$ cat config.mk
export PLATFORM = sky130hd
export DESIGN_NAME = wb_uart_rx
export DESIGN_NICKNAME = d
export VERILOG_FILES = /design/src/rtl/wb_uart_rx.sv
export SDC_FILE = /design/constraint.sdc
export NUM_CORES = 1
export LEC_CHECK = 0
export ABC_AREA = 1
export CAP_MARGIN = 20
export CORE_ASPECT_RATIO = 0.5
export CORE_UTILIZATION = 50
export CTS_CLUSTER_SIZE = 28
export DETAILED_ROUTE_END_ITERATION = 6
export GPL_TIMING_DRIVEN = 0
export PLACE_DENSITY = 0.77
export SYNTH_ARGS = -nofsm -noshare
export SYNTH_HDL_FRONTEND = slang
export SYNTH_SLANG_ARGS = --single-unit
$ cat constraint.sdc
create_clock -name clock -period 5.4 [get_ports clock]
set_clock_uncertainty 0.05 [all_clocks]
set_input_delay 0.54 -clock clock [delete_from_list [all_inputs] [get_ports clock]]
set_output_delay 0.54 -clock clock [all_outputs]
set_load 0.05 [all_outputs]
$ cat src/rtl/wb_uart_rx.sv
// 8N1 UART receiver with a Wishbone B4 classic register port and receive FIFO.
// Define WB_UART_RX_IRQ_EN to add the CTRL register and the irq output.
module wb_uart_rx #(
   parameter int CLKS_PER_BIT = 208,
   parameter int FIFO_DEPTH   = 16
) (
`ifdef WB_UART_RX_IRQ_EN
   output logic        irq,
   input  logic [3:0]  wb_adr_i,
`else
   input  logic [2:0]  wb_adr_i,
`endif
   input  logic        clock,
   input  logic        reset,
   input  logic        uart_rx,
   input  logic [31:0] wb_dat_i,
   output logic [31:0] wb_dat_o,
   input  logic        wb_we_i,
   input  logic [3:0]  wb_sel_i,
   input  logic        wb_stb_i,
   input  logic        wb_cyc_i,
   output logic        wb_ack_o
);
   localparam int AW = $clog2(FIFO_DEPTH);
   localparam int CW = AW + 1;
   localparam logic [15:0] CNT_HALF = 16'(CLKS_PER_BIT / 2 - 1);
   localparam logic [15:0] CNT_FULL = 16'(CLKS_PER_BIT - 1);

   typedef enum logic [2:0] {S_IDLE, S_START, S_DATA, S_STOP, S_WAIT_HIGH} state_t;

   logic          rx_meta_q, rx_s_q;
   state_t        state_q, state_d;
   logic [15:0]   cnt_q, cnt_d;
   logic [2:0]    bit_idx_q, bit_idx_d;
   logic [7:0]    shreg_q, shreg_d;
   logic [AW-1:0] wr_ptr_q, wr_ptr_d, rd_ptr_q, rd_ptr_d;
   logic [CW-1:0] count_q, count_d;
   logic          ovr_q, ovr_d, ferr_q, ferr_d;
   logic          ack_q, ack_d, pop_pend_q, pop_pend_d;
   logic [31:0]   dat_q, dat_d;
   logic [7:0]    fifo_mem [FIFO_DEPTH];

   logic          tick, push_req, ferr_set, push_ok, ovr_set, pop;
   logic          req, empty, full, clr_wr;
   logic [1:0]    reg_sel;
   logic [8:0]    count_ext;
   logic [7:0]    level8;
   logic [31:0]   status_word;
   logic          unused_ok;

`ifdef WB_UART_RX_IRQ_EN
   logic rxie_q, rxie_d, errie_q, errie_d, irq_q, irq_d;
   assign reg_sel = wb_adr_i[3:2];
   assign irq     = irq_q;
`else
   assign reg_sel = {1'b0, wb_adr_i[2]};
`endif

   assign unused_ok = ^{wb_sel_i, wb_dat_i, wb_adr_i};

   assign tick        = (cnt_q == 16'd0);
   assign empty       = (count_q == '0);
   assign full        = (count_q == CW'(FIFO_DEPTH));
   assign count_ext   = 9'(count_q);
   assign level8      = count_ext[8] ? 8'hFF : count_ext[7:0];
   assign status_word = {16'b0, level8, 4'b0, ferr_q, ovr_q, full, ~empty};
   assign req         = wb_cyc_i & wb_stb_i & ~ack_q;
   assign clr_wr      = req & wb_we_i & (reg_sel == 2'd1);
   assign pop         = pop_pend_q;

   // Receive FSM: half-bit delay to the centre of the start bit, then whole bits.
   always_comb begin
      state_d   = state_q;
      cnt_d     = cnt_q;
      bit_idx_d = bit_idx_q;
      shreg_d   = shreg_q;
      push_req  = 1'b0;
      ferr_set  = 1'b0;
      case (state_q)
         S_IDLE: begin
            if (!rx_s_q) begin
               cnt_d   = CNT_HALF;
               state_d = S_START;
            end
         end
         S_START: begin
            if (!tick) cnt_d = cnt_q - 16'd1;
            else if (rx_s_q) state_d = S_IDLE;
            else begin
               cnt_d     = CNT_FULL;
               bit_idx_d = 3'd0;
               state_d   = S_DATA;
            end
         end
         S_DATA: begin
            if (!tick) cnt_d = cnt_q - 16'd1;
            else begin
               shreg_d   = {rx_s_q, shreg_q[7:1]};
               cnt_d     = CNT_FULL;
               bit_idx_d = bit_idx_q + 3'd1;
               if (bit_idx_q == 3'd7) state_d = S_STOP;
            end
         end
         S_STOP: begin
            if (!tick) cnt_d = cnt_q - 16'd1;
            else if (rx_s_q) begin
               push_req = 1'b1;
               state_d  = S_IDLE;
            end else begin
               ferr_set = 1'b1;
               state_d  = S_WAIT_HIGH;
            end
         end
         S_WAIT_HIGH: if (rx_s_q) state_d = S_IDLE;
         default: state_d = S_IDLE;
      endcase
   end

   // FIFO, sticky flags and bus side; a pop in the same cycle frees room for a push.
   always_comb begin
      push_ok    = push_req & (~full | pop);
      ovr_set    = push_req & full & ~pop;
      wr_ptr_d   = wr_ptr_q + AW'(push_ok);
      rd_ptr_d   = rd_ptr_q + AW'(pop);
      count_d    = count_q + CW'(push_ok) - CW'(pop);
      ovr_d      = ovr_set  | (ovr_q  & ~(clr_wr & wb_dat_i[2]));
      ferr_d     = ferr_set | (ferr_q & ~(clr_wr & wb_dat_i[3]));
      ack_d      = req;
      pop_pend_d = req & ~wb_we_i & (reg_sel == 2'd0) & ~empty;
      dat_d      = dat_q;
      if (req && !wb_we_i) begin
         case (reg_sel)
            2'd0:    dat_d = empty ? 32'd0 : {24'b0, fifo_mem[rd_ptr_q]};
            2'd1:    dat_d = status_word;
`ifdef WB_UART_RX_IRQ_EN
            2'd2:    dat_d = {30'b0, errie_q, rxie_q};
`endif
            default: dat_d = 32'd0;
         endcase
      end
`ifdef WB_UART_RX_IRQ_EN
      rxie_d  = rxie_q;
      errie_d = errie_q;
      if (req && wb_we_i && reg_sel == 2'd2) begin
         rxie_d  = wb_dat_i[0];
         errie_d = wb_dat_i[1];
      end
      irq_d = (rxie_q & ~empty) | (errie_q & (ovr_q | ferr_q));
`endif
   end

   always_ff @(posedge clock) begin
      if (push_ok) fifo_mem[wr_ptr_q] <= shreg_q;
   end

   always_ff @(posedge clock) begin
      if (reset) begin
         rx_meta_q  <= 1'b1;
         rx_s_q     <= 1'b1;
         state_q    <= S_IDLE;
         cnt_q      <= 16'd0;
         bit_idx_q  <= 3'd0;
         shreg_q    <= 8'd0;
         wr_ptr_q   <= '0;
         rd_ptr_q   <= '0;
         count_q    <= '0;
         ovr_q      <= 1'b0;
         ferr_q     <= 1'b0;
         ack_q      <= 1'b0;
         pop_pend_q <= 1'b0;
         dat_q      <= 32'd0;
`ifdef WB_UART_RX_IRQ_EN
         rxie_q     <= 1'b0;
         errie_q    <= 1'b0;
         irq_q      <= 1'b0;
`endif
      end else begin
         rx_meta_q  <= uart_rx;
         rx_s_q     <= rx_meta_q;
         state_q    <= state_d;
         cnt_q      <= cnt_d;
         bit_idx_q  <= bit_idx_d;
         shreg_q    <= shreg_d;
         wr_ptr_q   <= wr_ptr_d;
         rd_ptr_q   <= rd_ptr_d;
         count_q    <= count_d;
         ovr_q      <= ovr_d;
         ferr_q     <= ferr_d;
         ack_q      <= ack_d;
         pop_pend_q <= pop_pend_d;
         dat_q      <= dat_d;
`ifdef WB_UART_RX_IRQ_EN
         rxie_q     <= rxie_d;
         errie_q    <= errie_d;
         irq_q      <= irq_d;
`endif
      end
   end

   assign wb_ack_o = ack_q;
   assign wb_dat_o = dat_q;
endmodule
; ---- Word level (Yosys, flattened, before mapping)
; Memories as Yosys holds them, arrays and structs flattened. A register that Yosys moved wholly into a read port is not among the register bits.
; Index checks and enable logic that the tools add are counted.
; W data, S select, Z words.
[op_classes]
addsub = 6
n_eq_ne = 15
n_mux = 30
bitwise = 24
reduce_logical = 12
[ops]
columns = cell, n
row1 = $mux W16, 5
row2 = $pmux W16 S4, 1
row3 = $mux W3, 10
row4 = $pmux W13 S2, 1
row5 = $logic_not A16 Y1, 1
row6 = $ne A2 B2 Y1 const B, 8
row7 = $sub A16 B1 Y16 const B, 1
row8 = $pmux W3 S5, 1
row9 = $and A1 B1 Y1, 14
row10 = $add A4 B1 Y4, 2
row11 = $mux W1, 8
row12 = $mux W8, 1
row13 = $reduce_and A4 Y1, 2
row14 = $not A1 Y1, 7
row15 = $eq A3 B2 Y1 const B, 2
row16 = $eq A3 B3 Y1 const B, 2
row17 = $pmux W3 S2, 1
row18 = $reduce_and A6 Y1, 1
row19 = $add A5 B1 Y5, 1
row20 = $eq A5 B5 Y1 const B, 1
row21 = $logic_not A5 Y1, 1
row22 = $sub A5 B1 Y5, 1
row23 = $mux W4, 1
row24 = $reduce_bool A4 Y1, 1
row25 = other kinds (11), 13
[totals]
ff_bits = 81
ram_bits = 128
in_bits = 45
output_inout_bits = 33
elab_cells = 102
mem_count = 1
[memory_table]
columns = name, depth, word_bits, read_ports, rd_clocked_by_memory_dff, wr, line_no
row1 = fifo_mem, 16, 8, 1, 1, 1, 41  ; logic [7:0] fifo_mem [FIFO_DEPTH];

; ---- Longest topological paths before layout
[depth]
word_depth = 8
depth_mapped = 16
depth_no_buf = 16

; ---- Worst setup path after synthesis
; No wires, ideal clock.
[synth_path]
path_type = reg2reg
startpoint = reg cnt_q[0]
endpoint = reg count_q[4]
setup_time_ns = 0.070
arrival_ns = 2.524
t_required_ns = 5.280
path_slack_ns = 2.756
path_stages_with_launch = 16
n_path_buf = 0
period_less_slack_ns = 2.644
cell_sequence = dfxtp_1 > inv_1 > ha_1 > nand2_1 > nand3b_1 > nor2_2 > nand2_2 > o21ai_0 > o21ai_1 > ha_1 > fa_1 > nand2_1 > a21oi_1 > nor2_1 > o21ai_0 > a21oi_1
[synth_between]
elab_chain_cells = 6
[synth_lines]
columns = item, line_no
row1 = start: declaration, 33  ; logic [15:0] cnt_q, cnt_d;
row2 = start signal: assignment, 181  ; cnt_q <= cnt_d;
row3 = $logic_not A16 Y1, 61  ; assign tick = (cnt_q == 16'd0);
row4 = $mux W1, 105  ; if (!tick) cnt_d = cnt_q - 16'd1;
row5 = $mux W1, 79  ; case (state_q)
row6 = $and A1 B1 Y1, 121  ; push_ok = push_req & (~full | pop);
row7 = $add A5 B1 Y5, 125  ; count_d = count_q + CW'(push_ok) - CW'(pop);
row8 = $sub A5 B1 Y5, 125
row9 = end signal: assignment, 186  ; count_q <= count_d;
row10 = end: declaration, 37  ; logic [CW-1:0] count_q, count_d;
; No other way between the ends.
; A chain may end at the register's enable or synchronous reset.

; ---- Worst setup path in the final report
; Same ends and word-level chain as after synthesis.

==> results.json <==
{
  "worstHoldStart": "rx_meta_q",
  "port_buffers": 21,
  "worstPathCellList": "inv_1 > ha_1 > nand2_1 > nand3b_1 > nor2_2 > nand2_2 > o21ai_0 > o21ai_1 > ha_1 > fa_1 > nand2_1 > a21oi_1 > nor2_1 > o21ai_0 > a21oi_1",
  "grt_overflow": 0,
  "netlist_instances": 852,
  "rows": 32,
  "place_area_sq_um": 8900,
  "status": "complete, no violations",
  "syn_area_sq_um": 8350,
  "crit_arrival_ps": 3440,
  "fp.dieH_um": 93.4,
  "r2r-end": "count_q[4]",
  "clk_latency_ps": 440,
  "synth_area_per_cell_sq_um": 9.80,
  "initial_core_util_pct": 52.6,
  "wl_per_cell_um": 17.7,
  "min_path_cells": 1,
  "place_congestion": 0.882,
  "peakVddDrop_v": 0.000326,
  "grt_use_total_pct": 24.9,
  "power_density_nw_per_um2": 410,
  "grt_start_max_net_pins": 19,
  "worst-path-max-fanout": 5,
  "final_cell_mix": "170 x nor2_1, 128 x edfxtp_1, 107 x nand2_1, 83 x o21ai_0, 64 x inv_1",
  "max_stage_delay_ps": 460,
  "htreeDepth": 4,
  "cts_sinks": 190,
  "cts.path.max_buffers": 2,
  "fmax_mhz": 321,
  "ys_warn_count": 0,
  "synth_cell_type_count": 40,
  "hp-class": "flip-flop to flip-flop",
  "slew_headroom_pct": 30.4,
  "vias": 6429,
  "fin_crit_sh_pct": 57.7,
  "antenna_found_initial": 0,
  "end_kind": "flip-flop",
  "crit_buf_inv": 1,
  "wl_met1_mm": 8.39,
  "reg2reg_from": "cnt_q[0]",
  "core-area_sq_um": 15900,
  "worst-setup-path-type": "flip-flop to flip-flop",
  "tritoncts": "yes",
  "post-route-cell-area_sq_um": 9490,
  "slew_viol_final": 0,
  "drc": 0,
  "die_x_um": 185,
  "crit_family": "adder cells",
  "pin_count": 78,
  "drt.antenna.violating_nets": 0,
  "cts_buffers": 17,
  "grt_pass1_wl_mm": 31.9,
  "die_area_sq_um": 17200,
  "dr_wl_met3_mm": 1.95,
  "rr_worst_depth": 15,
  "rrSetupSlack_ps": 2290,
  "tightest_slew_ps": 1040,
  "layout-drive-gt1-share_pct": 9.43,
  "ys_seq_area_share_pct": 60.9,
  "synth_area_leader_cell": "edfxtp_1",
  "wl_met2_mm": 9.35,
  "final_common_cell": "nor2_1",
  "cts_resized": 0,
  "maxCapViolCount": 0,
  "worstHoldEndpoint": "rx_s_q",
  "synth_area_leaders": "edfxtp_1 46%, dfxtp_1 15%, nor2_1 7.6%, o21ai_0 5.0%, nand2_1 4.8%",
  "finalSetupViolCount": 0,
  "crit_path_start_kind": "flip-flop",
  "clk_pin_slew_ps": 70,
  "crit_required_ps": 5720,
  "wl_mm": 20.2,
  "postCtsHoldBufs": 0,
  "rsz0062_at_grt": "false",
  "dpl.hpwl_mm": 13.7,
  "final_net_count": 968,
  "first_global_vias": 6067,
  "fin_setup_tns_ps": 0,
  "ys_ff_latch": 190,
  "synth_top_area_share_pct": 46.1,
  "firstDrtPassIters": 6,
  "vias_per_cell": 5.62,
  "diodes": 0,
  "p_leak_nw": 3.53,
  "drt_iter0_markers": 614,
  "area_growth_pct": 13.7,
  "final_hold_viol_count": 0,
  "slowest_stage": "o21ai_0",
  "top_layer": "met4",
  "root_buffer": "clkbuf_16",
  "fin_crit_ps": 3110,
  "post-cts-setup-buffer-count": 0
}
==> metal layers <==
| metal | up-vias | global-route usage [%] |
|---|---|---|
| met3 | 67 | 4.71 |
| met5 | - | 0 |
| met1 | 3006 | 32.4 |
| met4 | 0 | 10.2 |
| li1 | 2971 | - |
| met2 | 385 | 41.2 |
==> power breakdown <==
group,total (mW),switching (mW),internal (mW)
Combinational,0.843,0.570,0.273
Sequential,1.79,0.124,1.66
Clock,1.26,0.569,0.688
Total,3.89,1.26,2.62
==> how the worst max path moves through the flow <==
stage / from / end / slack, ps / cells past startpoint
global route: cnt_q[0] / count_q[4] / 1980 / 15
floorplan: cnt_q[0] / count_q[4] / 2760 / 15
detailed placement: cnt_q[0] / count_q[4] / 2310 / 15
CTS: cnt_q[0] / count_q[4] / 2270 / 15
global placement: cnt_q[0] / count_q[4] / 2400 / 15
finish: cnt_q[0] / count_q[4] / 2290 / 15
==> cell families (layout without fill, tap and decap cells) <==
group,after synthesis,count (layout),synth area share (%)
simple gates,381,381,20.6
flops,190,190,60.9
compound gates,140,140,9.18
buf+inv,117,170,6.19
fa+ha+maj,13,13,2.04
xor+xnor,10,10,1.05
other cells,1,19,0.0449
==> synthesized netlist by cell type <==
cell type / count
xor2_1: 6
ha_1: 12
nand4_1: 7
o21ai_0: 83
clkbuf_1: 24
nand4_4: 1
clkinv_1: 2
conb_1: 1
inv_2: 1
nor3_1: 8
o21ai_1: 1
edfxtp_1: 128
nor2_1: 170
nor2_4: 4
nor2_2: 8
buf_1: 2
o22ai_1: 2
a211oi_1: 3
buf_4: 19
a32oi_1: 4
nand2_1: 107
fa_1: 1
xnor2_1: 4
nand4_2: 4
buf_2: 5
a21oi_1: 32
inv_1: 64
or2_2: 2
nor2_8: 2
o211a_1: 1
nand3_2: 1
a31oi_1: 1
nand2_4: 1
o211ai_1: 12
nand2_2: 6
a21oi_2: 1
nand3b_1: 1
nand3_4: 1
dfxtp_1: 62
nand3_1: 58
==> area by class of cell <==
class / instances / area, sq um
inverters: 67 / 251
multi-input cells: 563 / 2810
clock inverters: 15 / 161
repair buffers: 21 / 210
clock buffers: 17 / 425
well taps: 221 / 277
flip-flops and latches: 190 / 5080
plain buffers: 50 / 265
fillers: 1295 / 6370
==> worst reg2reg max path, cell delays in order, from the launching register on <==
cell	delay [ps]
dfxtp_1	300
inv_1	100
ha_1	270
nand2_1	130
nand3b_1	200
nor2_2	140
nand2_2	120
o21ai_0	460
o21ai_1	160
ha_1	250
fa_1	410
nand2_1	80
a21oi_1	50
nor2_1	110
o21ai_0	90
a21oi_1	110
==> flip-flops by register name, summed over array words and instances, names as in the netlist, 3 cells and up <==
name and flops:
bit_idx_q 3, shreg_q 8, wr_ptr_q 4, cnt_q 16, count_q 5, rd_ptr_q 4
wb_dat_o 13, fifo_mem 128, state_q 3
==> through the flow <==
step	power, mW	utilization, %	hold slack [ps]	instances	setup WS, ps
2_1_floorplan	2.46	-	339	870	2760
3_3_place_gp	2.62	56.1	344	1112	2400
3_5_place_dp	2.65	56.1	367	1112	2310
4_1_cts	3.89	59.8	383	1144	2270
5_1_grt	4.06	59.8	414	1144	1980
6_report	3.89	59.8	384	1144	2290
Power figures use the tool's default switching activity.
